### src/rtl/acc_reg_ext_pkg.sv
// Shared types and constants for the extended SAP-1 accumulator.
// Flag vectors are packed {V, N, C, Z}, indexed by the FLAG_* constants.
package acc_reg_ext_pkg;

    typedef enum logic [3:0] {
        OP_NOP  = 4'd0,
        OP_LOAD = 4'd1,
        OP_ADD  = 4'd2,
        OP_SUB  = 4'd3,
        OP_INC  = 4'd4,
        OP_DEC  = 4'd5,
        OP_CLR  = 4'd6,
        OP_SHL  = 4'd7,
        OP_SHR  = 4'd8,
        OP_SAR  = 4'd9
    } opcode_e;

    typedef enum logic {
        IDLE  = 1'b0,
        SHIFT = 1'b1
    } state_e;

    localparam int NUM_FLAGS = 4;
    localparam int FLAG_Z    = 0;
    localparam int FLAG_C    = 1;
    localparam int FLAG_N    = 2;
    localparam int FLAG_V    = 3;

endpackage

### src/rtl/acc_alu_comb.sv
// Combinational result and flag generation for the single-cycle ops (LOAD..CLR).
// Define ACC_REG_EXT_SATURATE_EN to clamp ADD/INC/SUB/DEC instead of wrapping.
module acc_alu_comb #(
    parameter int WIDTH = 8
) (
    input  logic [3:0]       op_i,
    input  logic [WIDTH-1:0] a_i,
    input  logic [WIDTH-1:0] b_i,
    output logic [WIDTH-1:0] result_o,
    output logic [3:0]       flags_o
);
    import acc_reg_ext_pkg::*;

    logic [WIDTH-1:0] operand;
    logic [WIDTH:0]   wide;
    logic [WIDTH-1:0] raw;
    logic [WIDTH-1:0] result;
    logic             is_sub;
    logic             is_arith;
    logic             carry;
    logic             ovf;

    always_comb begin
        operand  = b_i;
        is_sub   = 1'b0;
        is_arith = 1'b1;
        case (opcode_e'(op_i))
            OP_ADD: ;
            OP_SUB: is_sub = 1'b1;
            OP_INC: operand = WIDTH'(1);
            OP_DEC: begin
                operand = WIDTH'(1);
                is_sub  = 1'b1;
            end
            default: is_arith = 1'b0;
        endcase

        // Bit WIDTH of the zero-extended sum/difference is carry-out or borrow.
        wide  = is_sub ? ({1'b0, a_i} - {1'b0, operand})
                       : ({1'b0, a_i} + {1'b0, operand});
        raw   = wide[WIDTH-1:0];
        carry = wide[WIDTH];
        ovf   = is_sub ? ((a_i[WIDTH-1] != operand[WIDTH-1]) && (raw[WIDTH-1] != a_i[WIDTH-1]))
                       : ((a_i[WIDTH-1] == operand[WIDTH-1]) && (raw[WIDTH-1] != a_i[WIDTH-1]));
        result = raw;
`ifdef ACC_REG_EXT_SATURATE_EN
        if (carry) begin
            result = is_sub ? '0 : '1;
        end
`else
`endif

        if (!is_arith) begin
            carry  = 1'b0;
            ovf    = 1'b0;
            result = (opcode_e'(op_i) == OP_LOAD) ? b_i : '0;
        end

        flags_o         = '0;
        flags_o[FLAG_Z] = (result == '0);
        flags_o[FLAG_C] = carry;
        flags_o[FLAG_N] = result[WIDTH-1];
        flags_o[FLAG_V] = ovf;
        result_o        = result;
    end

endmodule

### src/rtl/acc_reg_ext.sv
// Extended SAP-1 accumulator: opcode datapath, status flags and a bit-serial shifter.
// Optional build macro ACC_REG_EXT_SATURATE_EN (handled in acc_alu_comb).
module acc_reg_ext #(
    parameter int WIDTH = 8,
    parameter int SHW   = $clog2(WIDTH + 1)
) (
    input  logic             clk,
    input  logic             rst,
    input  logic             op_valid,
    input  logic [3:0]       op,
    input  logic [WIDTH-1:0] bus,
    input  logic [SHW-1:0]   shamt,
    output logic             op_ready,
    output logic             busy,
    output logic             done,
    output logic [WIDTH-1:0] out,
    output logic             flag_z,
    output logic             flag_c,
    output logic             flag_n,
    output logic             flag_v
);
    import acc_reg_ext_pkg::*;

    localparam logic [SHW-1:0] SH_MAX = SHW'(WIDTH);

    state_e           state_q;
    opcode_e          shop_q;
    logic [SHW-1:0]   cnt_q;
    logic [WIDTH-1:0] a_q;
    logic [3:0]       flags_q;
    logic             done_q;

    opcode_e          opc;
    logic [SHW-1:0]   shamt_d;
    logic [WIDTH-1:0] shift_a_d;
    logic             shift_out_d;
    logic [3:0]       shift_flags_d;
    logic [WIDTH-1:0] alu_result;
    logic [3:0]       alu_flags;

    acc_alu_comb #(.WIDTH(WIDTH)) u_alu (
        .op_i     (op),
        .a_i      (a_q),
        .b_i      (bus),
        .result_o (alu_result),
        .flags_o  (alu_flags)
    );

    always_comb begin
        opc     = opcode_e'(op);
        shamt_d = (shamt > SH_MAX) ? SH_MAX : shamt;

        shift_a_d   = a_q;
        shift_out_d = 1'b0;
        case (shop_q)
            OP_SHL: begin
                shift_a_d   = {a_q[WIDTH-2:0], 1'b0};
                shift_out_d = a_q[WIDTH-1];
            end
            OP_SHR: begin
                shift_a_d   = {1'b0, a_q[WIDTH-1:1]};
                shift_out_d = a_q[0];
            end
            OP_SAR: begin
                shift_a_d   = {a_q[WIDTH-1], a_q[WIDTH-1:1]};
                shift_out_d = a_q[0];
            end
            default: ;
        endcase

        // Only applied on the final step; intermediate steps leave flags alone.
        shift_flags_d         = '0;
        shift_flags_d[FLAG_Z] = (shift_a_d == '0);
        shift_flags_d[FLAG_C] = shift_out_d;
        shift_flags_d[FLAG_N] = shift_a_d[WIDTH-1];
    end

    always_ff @(posedge clk) begin
        if (rst) begin
            state_q <= IDLE;
            shop_q  <= OP_NOP;
            cnt_q   <= '0;
            a_q     <= '0;
            flags_q <= '0;
            done_q  <= 1'b0;
        end else begin
            done_q <= 1'b0;
            case (state_q)
                IDLE: begin
                    if (op_valid) begin
                        case (opc)
                            OP_LOAD, OP_ADD, OP_SUB, OP_INC, OP_DEC, OP_CLR: begin
                                a_q     <= alu_result;
                                flags_q <= alu_flags;
                            end
                            OP_SHL, OP_SHR, OP_SAR: begin
                                if (shamt_d == '0) begin
                                    done_q <= 1'b1;
                                end else begin
                                    state_q <= SHIFT;
                                    cnt_q   <= shamt_d;
                                    shop_q  <= opc;
                                end
                            end
                            default: ;
                        endcase
                    end
                end
                SHIFT: begin
                    a_q   <= shift_a_d;
                    cnt_q <= cnt_q - SHW'(1);
                    if (cnt_q == SHW'(1)) begin
                        state_q <= IDLE;
                        done_q  <= 1'b1;
                        flags_q <= shift_flags_d;
                    end
                end
                default: state_q <= IDLE;
            endcase
        end
    end

    assign busy     = (state_q == SHIFT);
    assign op_ready = (state_q != SHIFT);
    assign done     = done_q;
    assign out      = a_q;
    assign flag_z   = flags_q[FLAG_Z];
    assign flag_c   = flags_q[FLAG_C];
    assign flag_n   = flags_q[FLAG_N];
    assign flag_v   = flags_q[FLAG_V];

endmodule

### config.mk
export PLATFORM = sky130hd
export DESIGN_NAME = acc_reg_ext
export DESIGN_NICKNAME = d
export VERILOG_FILES = /design/src/rtl/acc_reg_ext_pkg.sv /design/src/rtl/acc_alu_comb.sv /design/src/rtl/acc_reg_ext.sv
export SDC_FILE = /design/constraint.sdc
export NUM_CORES = 1
export LEC_CHECK = 0
export CAP_MARGIN = 10
export CORE_MARGIN = 2
export CORE_UTILIZATION = 47
export CTS_CLUSTER_SIZE = 28
export DETAILED_ROUTE_END_ITERATION = 10
export HOLD_SLACK_MARGIN = 0.08
export PLACE_DENSITY = 0.83
export SLEW_MARGIN = 10
export SYNTH_ARGS = -nofsm -noshare
export SYNTH_HDL_FRONTEND = slang
export SYNTH_HIERARCHICAL = 1
export SYNTH_SLANG_ARGS = --single-unit
### constraint.sdc
create_clock -name clk -period 7.9 [get_ports clk]
set_input_delay 0.79 -clock clk [delete_from_list [all_inputs] [get_ports clk]]
set_output_delay 0.79 -clock clk [all_outputs]
set_load 0.01 [all_outputs]
==> impl_summary.log, run 1 <==
INFO  metric outcome = completed
INFO  metric max-vdd-ir-drop = 0.108 mV
INFO  metric ctsHoldBuffers = 0
INFO  metric power-per-cell-area = 138 mW/mm^2
INFO  metric drc_errors = 0
INFO  metric utilization = 59.5%
INFO  metric gr-total-overflow = 0
INFO  metric floorplan.initialDensity = about half
INFO  metric clockBufferDepth = 2
INFO  metric timing.max_slew.rel_slack = 44.0%
INFO  metric cts_tree = built
INFO  metric cts.repair_timing.setup_buffer_count = 0
INFO  metric skew = 0.883 ps
INFO  metric synth_seq_area_share = 21.5%
INFO  metric number_of_global_route_vias_before_repair = 1,968
INFO  metric critical_path.startpoint_type = input port
INFO  metric routedWlPerCell = about 16 um
INFO  metric async_reset_ff_share = 0%
INFO  metric post_dp_cell_area = 0.00237 sq mm
INFO  metric die-height = 70.0 um
INFO  metric cp-end-kind = flop
INFO  metric leakage = 0.891 nW
INFO  metric yosysWarningCount = 6
INFO  metric setup_ws = 3340 ps
INFO  metric timing.final.max_slew_violations = 0
INFO  metric grt_start_max_net_pins = 24
INFO  metric cts-buffers-inserted = 3
INFO  metric num_rows = 23
INFO  metric clk_root_buffer_cell = sky130_fd_sc_hd__clkbuf_8
INFO  metric route.met2.wl = 2.58 mm
INFO  metric total_inserted_antenna_cells = 0
INFO  metric place.gp.congestion = 0.877
INFO  metric topRoutingLayerUsed = met4
INFO  metric hpwlAfterDp = 4.15 mm
INFO  metric synth_enable_flop_cells = 0
INFO  metric worstPathRequired = 8100 ps
INFO  metric setup_tns = 0 ps
INFO  metric grt_setup_unrepaired = false
INFO  metric synth_flop_cell = sky130_fd_sc_hd__dfxtp_1
INFO  metric cap_violations = 0
INFO  metric ctsHtreeMaxLevel = 1
INFO  metric routed_wl = 5.52 mm
INFO  metric period_share = 57.7%
INFO  metric routedLengthMet1 = 2.63 mm
INFO  metric whs = between 400 and 500 ps
INFO  metric hold_class = flop to flop
INFO  metric setup_violations = 0
INFO  metric fin_area = 0.00243 sq mm
INFO  metric grt_first_pass_wirelength = around 9.5 mm
INFO  metric n_fill_cell = a little under 400
INFO  metric floorplan.die.width = 70.0 um
INFO  metric fin_crit = 4560 ps
INFO  metric max_clock_freq = 219 MHz
INFO  metric layout-drive-gt1-share = 7.48%
INFO  metric finish.net_count = 326
INFO  metric grt_use_total = 23.4%
INFO  metric netlist_area = 0.00205 sq mm
INFO  metric antenna_violations_before_repair = 0
INFO  metric synth_seq_cells = 22
INFO  metric detailedRoute.firstPassIterationCount = 4
INFO  metric clock_insertion_delay_worst_skew = 260 ps
INFO  metric ios = 34
INFO  metric crit_path_max_fanout = 10
INFO  metric worstPathArrival = 4760 ps
INFO  metric hold_viol = 0
INFO  metric detailedRoute.firstIterationViolations = 227
INFO  metric cts.sink_count = 22
INFO  metric portBuffers = 33
INFO  metric drt-vias-per-instance = 6.22
INFO  metric floorplan_die_area = ~0.0049 sq mm
INFO  metric synth.net_count = 300
INFO  metric num_vias = about 2,100
INFO  metric syn_inst = 269
INFO  metric antenna_violation_net_count_after_detailed_routing = 0
INFO  metric area_growth_syn_to_layout = 18.8%
INFO  metric syn_avg_cell_area = ~7.6 sq um
INFO  metric fp.coreArea = 0.00409 sq mm
INFO  metric worst_pin_slew = 837 ps
INFO  metric preCtsSetupSlack = about 3100 ps
INFO  metric clk_pin_slew_worst_paths = ~80 ps
INFO  metric synth.distinct_cells = between 60 and 70
INFO  metric worst-setup-path-type = input port to flop
INFO  metric detailroute.wirelength.met3 = 277 um
INFO  metric number_of_gates_given_a_new_drive_strength_after_cts = 0
logic make-up after synthesis:
family | count (synthesis) | synth area share (%)
simple gates | 106 | 27.9
xor+xnor | 8 | 3.43
mux | 7 | 3.55
compound gates | 88 | 30.2
fa+ha+maj | 12 | 7.71
flops | 22 | 21.5
buf+inv | 26 | 5.69
registers in the layout, summed over array words and instances (netlist names):
register and flops:
out 8, cnt_q 4, flags_q 4, shop_q 4, busy 1, done 1
final cells by class:
type / count / area, sq um / area share [%]
clock buffers: 4 / 55.1 / 2.27
multi-input cells: 221 / 1490 / 61.3
inverters: 14 / 52.6 / 2.16
flip-flops and latches: 22 / 440 / 18.1
repair buffers: 33 / 330 / 13.6
well taps: 50 / 62.6 / 2.57
per-layer routing:
| metal | GRT usage (%) | vias to the layer above |
|---|---|---|
| li1 | - | 1064 |
| met1 | 33.4 | 995 |
| met2 | 37.4 | 74 |
| met3 | 3.46 | 7 |
| met4 | 4.49 | 0 |
| met5 | 0 | - |
where the power goes:
part	internal (W)	switching [W]
clock network	0.0000444	0.0000357
logic	0.0000608	0.0000662
registers	0.000117	0.0000114
total	0.000223	0.000113
synthesized netlist by cell type, types with 2 or more instances:
| master | count | area, sq um |
|---|---|---|
| sky130_fd_sc_hd__a22o_2 | 2 | 20.0 |
| sky130_fd_sc_hd__mux2i_1 | 5 | 50.1 |
| sky130_fd_sc_hd__mux2_2 | 2 | 22.5 |
| sky130_fd_sc_hd__ha_1 | 11 | 138 |
| sky130_fd_sc_hd__or3b_1 | 3 | 26.3 |
| sky130_fd_sc_hd__nor2_1 | 30 | 113 |
| sky130_fd_sc_hd__nand3_1 | 9 | 45.0 |
| sky130_fd_sc_hd__nor4_1 | 5 | 31.3 |
| sky130_fd_sc_hd__buf_4 | 4 | 30.0 |
| sky130_fd_sc_hd__o21ai_1 | 6 | 30.0 |
| sky130_fd_sc_hd__a21oi_1 | 26 | 130 |
| sky130_fd_sc_hd__nand3b_1 | 3 | 22.5 |
| sky130_fd_sc_hd__inv_1 | 14 | 52.6 |
| sky130_fd_sc_hd__o21a_1 | 4 | 30.0 |
| sky130_fd_sc_hd__or3_1 | 3 | 18.8 |
| sky130_fd_sc_hd__a32oi_1 | 2 | 17.5 |
| sky130_fd_sc_hd__a211oi_1 | 6 | 45.0 |
| sky130_fd_sc_hd__nand2b_1 | 4 | 25.0 |
| sky130_fd_sc_hd__o211ai_1 | 3 | 22.5 |
| sky130_fd_sc_hd__a31oi_1 | 3 | 18.8 |
| sky130_fd_sc_hd__xnor2_1 | 2 | 17.5 |
| sky130_fd_sc_hd__buf_2 | 3 | 15.0 |
| sky130_fd_sc_hd__clkbuf_1 | 4 | 15.0 |
| sky130_fd_sc_hd__o31ai_1 | 3 | 22.5 |
| sky130_fd_sc_hd__xor2_1 | 6 | 52.6 |
| sky130_fd_sc_hd__o21bai_1 | 2 | 15.0 |
| sky130_fd_sc_hd__nand2_1 | 27 | 101 |
| sky130_fd_sc_hd__dfxtp_1 | 22 | 440 |
| sky130_fd_sc_hd__o21ai_0 | 5 | 25.0 |
| sky130_fd_sc_hd__nor3_1 | 5 | 25.0 |
| sky130_fd_sc_hd__a221oi_1 | 12 | 105 |
placed cells by master (no fill, tap or decap), types with 2 or more instances in the layout:
cell type,instances
sky130_fd_sc_hd__or3_1,3
sky130_fd_sc_hd__a31oi_1,3
sky130_fd_sc_hd__nand3b_1,3
sky130_fd_sc_hd__a21oi_1,26
sky130_fd_sc_hd__xnor2_1,2
sky130_fd_sc_hd__nand2b_1,4
sky130_fd_sc_hd__ha_1,11
sky130_fd_sc_hd__o21a_1,4
sky130_fd_sc_hd__clkbuf_8,4
sky130_fd_sc_hd__a22o_2,2
sky130_fd_sc_hd__o31ai_1,3
sky130_fd_sc_hd__nand2_1,27
sky130_fd_sc_hd__inv_1,14
sky130_fd_sc_hd__nor4_1,5
sky130_fd_sc_hd__nor2_1,30
sky130_fd_sc_hd__o21ai_1,6
sky130_fd_sc_hd__mux2_2,2
sky130_fd_sc_hd__mux2i_1,5
sky130_fd_sc_hd__xor2_1,6
sky130_fd_sc_hd__a32oi_1,2
sky130_fd_sc_hd__or3b_1,3
sky130_fd_sc_hd__nand3_1,9
sky130_fd_sc_hd__a221oi_1,12
sky130_fd_sc_hd__o211ai_1,3
sky130_fd_sc_hd__clkdlybuf4s50_1,33
sky130_fd_sc_hd__dfxtp_1,22
sky130_fd_sc_hd__o21bai_1,2
sky130_fd_sc_hd__nor3_1,5
sky130_fd_sc_hd__a211oi_1,6
sky130_fd_sc_hd__o21ai_0,5
through the flow:
stage          power, W  instances
5_1_grt        0.000361        344
6_report       0.000336        344
3_5_place_dp   0.000256        340
2_1_floorplan  0.000215        269
4_1_cts        0.000336        344
3_3_place_gp   0.000254        340
final timing paths:
kind | endpoint | slack, ps | startpoint | cells after the start
max | flags_q[0]$_SDFFE_PP0P_ | 3340 | op[2] | 17
min | flags_q[3]$_SDFFE_PP0P_ | 480 | flags_q[3]$_SDFFE_PP0P_ | 2
max reg2reg | flags_q[0]$_SDFFE_PP0P_ | 5080 | out[0]$_SDFFE_PP0P_ | 12
min reg2reg | flags_q[3]$_SDFFE_PP0P_ | 480 | flags_q[3]$_SDFFE_PP0P_ | 2
worst max-delay path, stage by stage:
cell,delay (ps)
sky130_fd_sc_hd__clkdlybuf4s50_1,670
sky130_fd_sc_hd__or3b_1,540
sky130_fd_sc_hd__nand2b_1,180
sky130_fd_sc_hd__inv_1,60
sky130_fd_sc_hd__ha_1,240
sky130_fd_sc_hd__o21ai_0,260
sky130_fd_sc_hd__o211ai_1,190
sky130_fd_sc_hd__ha_1,350
sky130_fd_sc_hd__o21a_1,130
sky130_fd_sc_hd__o31a_1,140
sky130_fd_sc_hd__o21ai_1,110
sky130_fd_sc_hd__a21o_2,230
sky130_fd_sc_hd__a32o_1,280
sky130_fd_sc_hd__nor4_2,260
sky130_fd_sc_hd__mux2_2,180
sky130_fd_sc_hd__nand3b_1,70
sky130_fd_sc_hd__o21ai_1,70
No activity file was read; power rests on OpenSTA's default activity.
==> run 2: changes to the inputs <==
==> constraint.sdc (replaced) <==
create_clock -name clk -period 4.2 [get_ports clk]
set_input_delay 0.42 -clock clk [delete_from_list [all_inputs] [get_ports clk]]
set_output_delay 0.42 -clock clk [all_outputs]
set_load 0.01 [all_outputs]
==> run 2 against run 1 <==
Total power increased by 100%. Non-clock buffer count is 5 higher. Final cell count is 1.5% higher. Via count grew 1.9%. Core utilization is 1.3 points higher. Global-route usage decreased by 0.56 points. Worst setup slack worse by 3000 ps. Sequential cell count unchanged. Critical path type unchanged. Largest cell class unchanged. Sequential power is 88% higher. Sequential share of layout area shrank 0.39 points. Critical path depth unchanged.
==> impl_summary.log, run 2 (synthesis gave the netlist of run 1 again) <==
INFO  metric outcome = completed
INFO  metric timing.max_slew.rel_slack = 44.4% (+0.37 points)
INFO  metric utilization = 60.8% (+1.3 points)
INFO  metric ios = 34 (unchanged)
INFO  metric fp.coreArea = 0.00409 sq mm (unchanged)
INFO  metric layout.cells.most_common_list = sky130_fd_sc_hd__clkdlybuf4s50_1, sky130_fd_sc_hd__nor2_1, sky130_fd_sc_hd__nand2_1
INFO  metric cp-end-kind = flop
INFO  metric drt-vias-per-instance = 6.25 (+0.46%)
INFO  metric die-height = 70.0 um (unchanged)
INFO  metric cts.sink_count = 22 (unchanged)
INFO  metric crit_path_max_fanout = 9 (-1)
INFO  metric routedWlPerCell = 15.7 um (-2.3%)
INFO  metric floorplan.initialDensity = 50.1% (unchanged)
INFO  metric antenna_violation_net_count_after_detailed_routing = 0 (unchanged)
INFO  metric critical_path.startpoint_type = input port
INFO  metric timing.critical_path.buf_inv = 2 (unchanged)
INFO  metric area_growth_syn_to_layout = 21.4%
INFO  metric cts_tree = built
INFO  metric critical_path.top_delay_family = simple AND/OR/NAND/NOR gates
INFO  metric num_vias = 2,181 (+1.9%)
INFO  metric number_of_gates_given_a_new_drive_strength_after_cts = 0 (unchanged)
INFO  metric setup_tns = 0 ps (unchanged)
INFO  metric hold_class = flop to flop
INFO  metric clk_pin_slew_worst_paths = 90 ps (about the same)
INFO  metric post-place-cells = 345 (+1.5%)
INFO  metric ctsHtreeMaxLevel = 1 (unchanged)
INFO  metric ctsHoldBuffers = 0 (unchanged)
INFO  metric power-per-cell-area = 275 mW/mm^2 (+99%)
INFO  metric routed_wl = 5.47 mm (-0.89%)
INFO  metric fin_area = 0.00248 sq mm (+2.2%)
INFO  metric preCtsSetupSlack = 97.0 ps (-3010 ps)
INFO  metric max-vdd-ir-drop = 0.149 mV (+37%)
INFO  metric cts-buffers-inserted = 3 (unchanged)
INFO  metric grt_first_pass_wirelength = 9.35 mm (-1.3%)
INFO  metric worstPathRequired = 4390 ps (-3710 ps)
INFO  metric timing.final.max_slew_violations = 0 (unchanged)
INFO  metric detailedRoute.firstPassIterationCount = 7 (+3)
INFO  metric timing.critical_path.cells = clkdlybuf4s50_1 -> buf_4 -> xor2_1 -> and2b_2 -> and2_1 -> nor2_1 -> xor2_1 -> ha_1 -> nor2b_1 -> o31a_1 -> o21ai_1 -> nand3_1 -> a32o_1 -> nor4_2 -> mux2_2 -> nand3b_1 -> o21ai_1
INFO  metric worst-setup-path-type = input port to flop
INFO  metric final_cells = 349 (+1.5%)
INFO  metric post_dp_cell_area = 0.00241 sq mm (+1.6%)
INFO  metric largest_reg_flops = 8 (unchanged)
INFO  metric setup_ws = 359 ps (-2980 ps)
INFO  metric finish.net_count = 331 (+1.5%)
INFO  metric leakage = 0.921 nW (+3.4%)
INFO  metric cap_violations = 0 (unchanged)
INFO  metric drc_errors = 0 (unchanged)
INFO  metric critical_path.max_stage_delay = 470 ps (-200 ps)
INFO  metric hpwlAfterDp = 4.23 mm (+2.0%)
INFO  metric footprint_of_the_flip_flops_and_latches = 440 sq um (unchanged)
INFO  metric period_share = between 90 and 100%
INFO  metric clock_insertion_delay_worst_skew = 270 ps (about the same)
INFO  metric number_of_global_route_vias_before_repair = 2,072 (+5.3%)
INFO  metric skew = 9.91 ps (+9.03 ps)
INFO  metric max_clock_freq = approximately 260 MHz
INFO  metric place.gp.congestion = 0.925 (+5.4%)
INFO  metric fin_crit = 3840 ps
INFO  metric floorplan_die_area = 0.00490 sq mm (unchanged)
INFO  metric layout-drive-gt1-share = 9.03% (+1.5 points)
INFO  metric num_rows = 23 (unchanged)
INFO  metric worst_pin_slew = 831 ps (-5.54 ps)
INFO  metric floorplan.die.width = 70.0 um (unchanged)
INFO  metric setup_violations = 0 (unchanged)
INFO  metric final_common_cell = sky130_fd_sc_hd__clkdlybuf4s50_1
INFO  metric grt_setup_unrepaired = false
INFO  metric clockBufferDepth = 2 (unchanged)
INFO  metric antenna_violations_before_repair = 0 (unchanged)
INFO  metric n_fill_cell = 374 (-6.0%)
INFO  metric detailedRoute.firstIterationViolations = 186 (-18%)
INFO  metric critical_path_slowest_stage_cell = sky130_fd_sc_hd__clkdlybuf4s50_1
INFO  metric hold_viol = 0 (unchanged)
INFO  metric gr-total-overflow = 0 (unchanged)
INFO  metric grt_use_total = 22.8% (-0.56 points)
INFO  metric total_inserted_antenna_cells = 0 (unchanged)
INFO  metric multi_input_area = 0.00149 sq mm (unchanged)
INFO  metric cts.repair_timing.setup_buffer_count = 0 (unchanged)
INFO  metric worstPathArrival = 4040 ps (-720 ps)
INFO  metric portBuffers = 33 (unchanged)
INFO  metric grt_start_max_net_pins = 24 (unchanged)
INFO  metric clk_root_buffer_cell = sky130_fd_sc_hd__clkbuf_8
## run 2: cell types whose count changed in the layout (fill, tap and decap cells not counted), sizes merged
cell and change:
clkbuf -1, bufinv +1, buf +5
## run 2: stage by stage
step / power [W] / hold slack [ps]
after detailed placement: 0.000485 / 469
after global routing: 0.000723 / 498
final: 0.000682 / 488
after floorplan: 0.000405 / 462
after global placement: 0.000480 / 467
after CTS: 0.000681 / 489
## run 2: tightest hold or removal path: cells and delay by family, from the launching register on
family | cells | cell delay (ps)
AOI/OAI and AO/OA | 1 | 60
DFF | 1 | 320
and+or+nand+nor | 1 | 60
## run 2: worst paths after layout
check	from	endpoint	slack, ps	cells past startpoint
worst max-delay path	op[2]	flags_q[0]$_SDFFE_PP0P_	360	17
worst min-delay path	flags_q[3]$_SDFFE_PP0P_	flags_q[3]$_SDFFE_PP0P_	490	2
worst max register to register	out[0]$_SDFFE_PP0P_	flags_q[0]$_SDFFE_PP0P_	1280	12
worst min register to register	flags_q[3]$_SDFFE_PP0P_	flags_q[3]$_SDFFE_PP0P_	490	2
## run 2: cell type report
cell class                      count  area share, %
Inverter                           14           2.12
Timing Repair Buffer               38           14.8
Multi-Input combinational cell    221           59.9
Sequential cell                    22           17.7
Clock buffer                        3           1.66
Tap cell                           50           2.52
Clock inverter                      1           1.21
## run 2: routing by layer
| layer | global-route usage [%] | up-vias | wire length (um) |
|---|---|---|---|
| li1 | - | 1083 | - |
| met2 | 39.8 | 95 | 2650 |
| met3 | 4.04 | 9 | 331 |
| met5 | 0 | - | 0 |
| met4 | 6.41 | 0 | 84 |
| met1 | 28.6 | 994 | 2400 |
## run 2: power breakdown
| part | internal (W) | switching, W | leakage (nW) |
|---|---|---|---|
| logic | 0.000118 | 0.000125 | 0.706 |
| registers | 0.000221 | 0.0000211 | 0.179 |
| clock network | 0.000127 | 0.0000700 | 0.0357 |
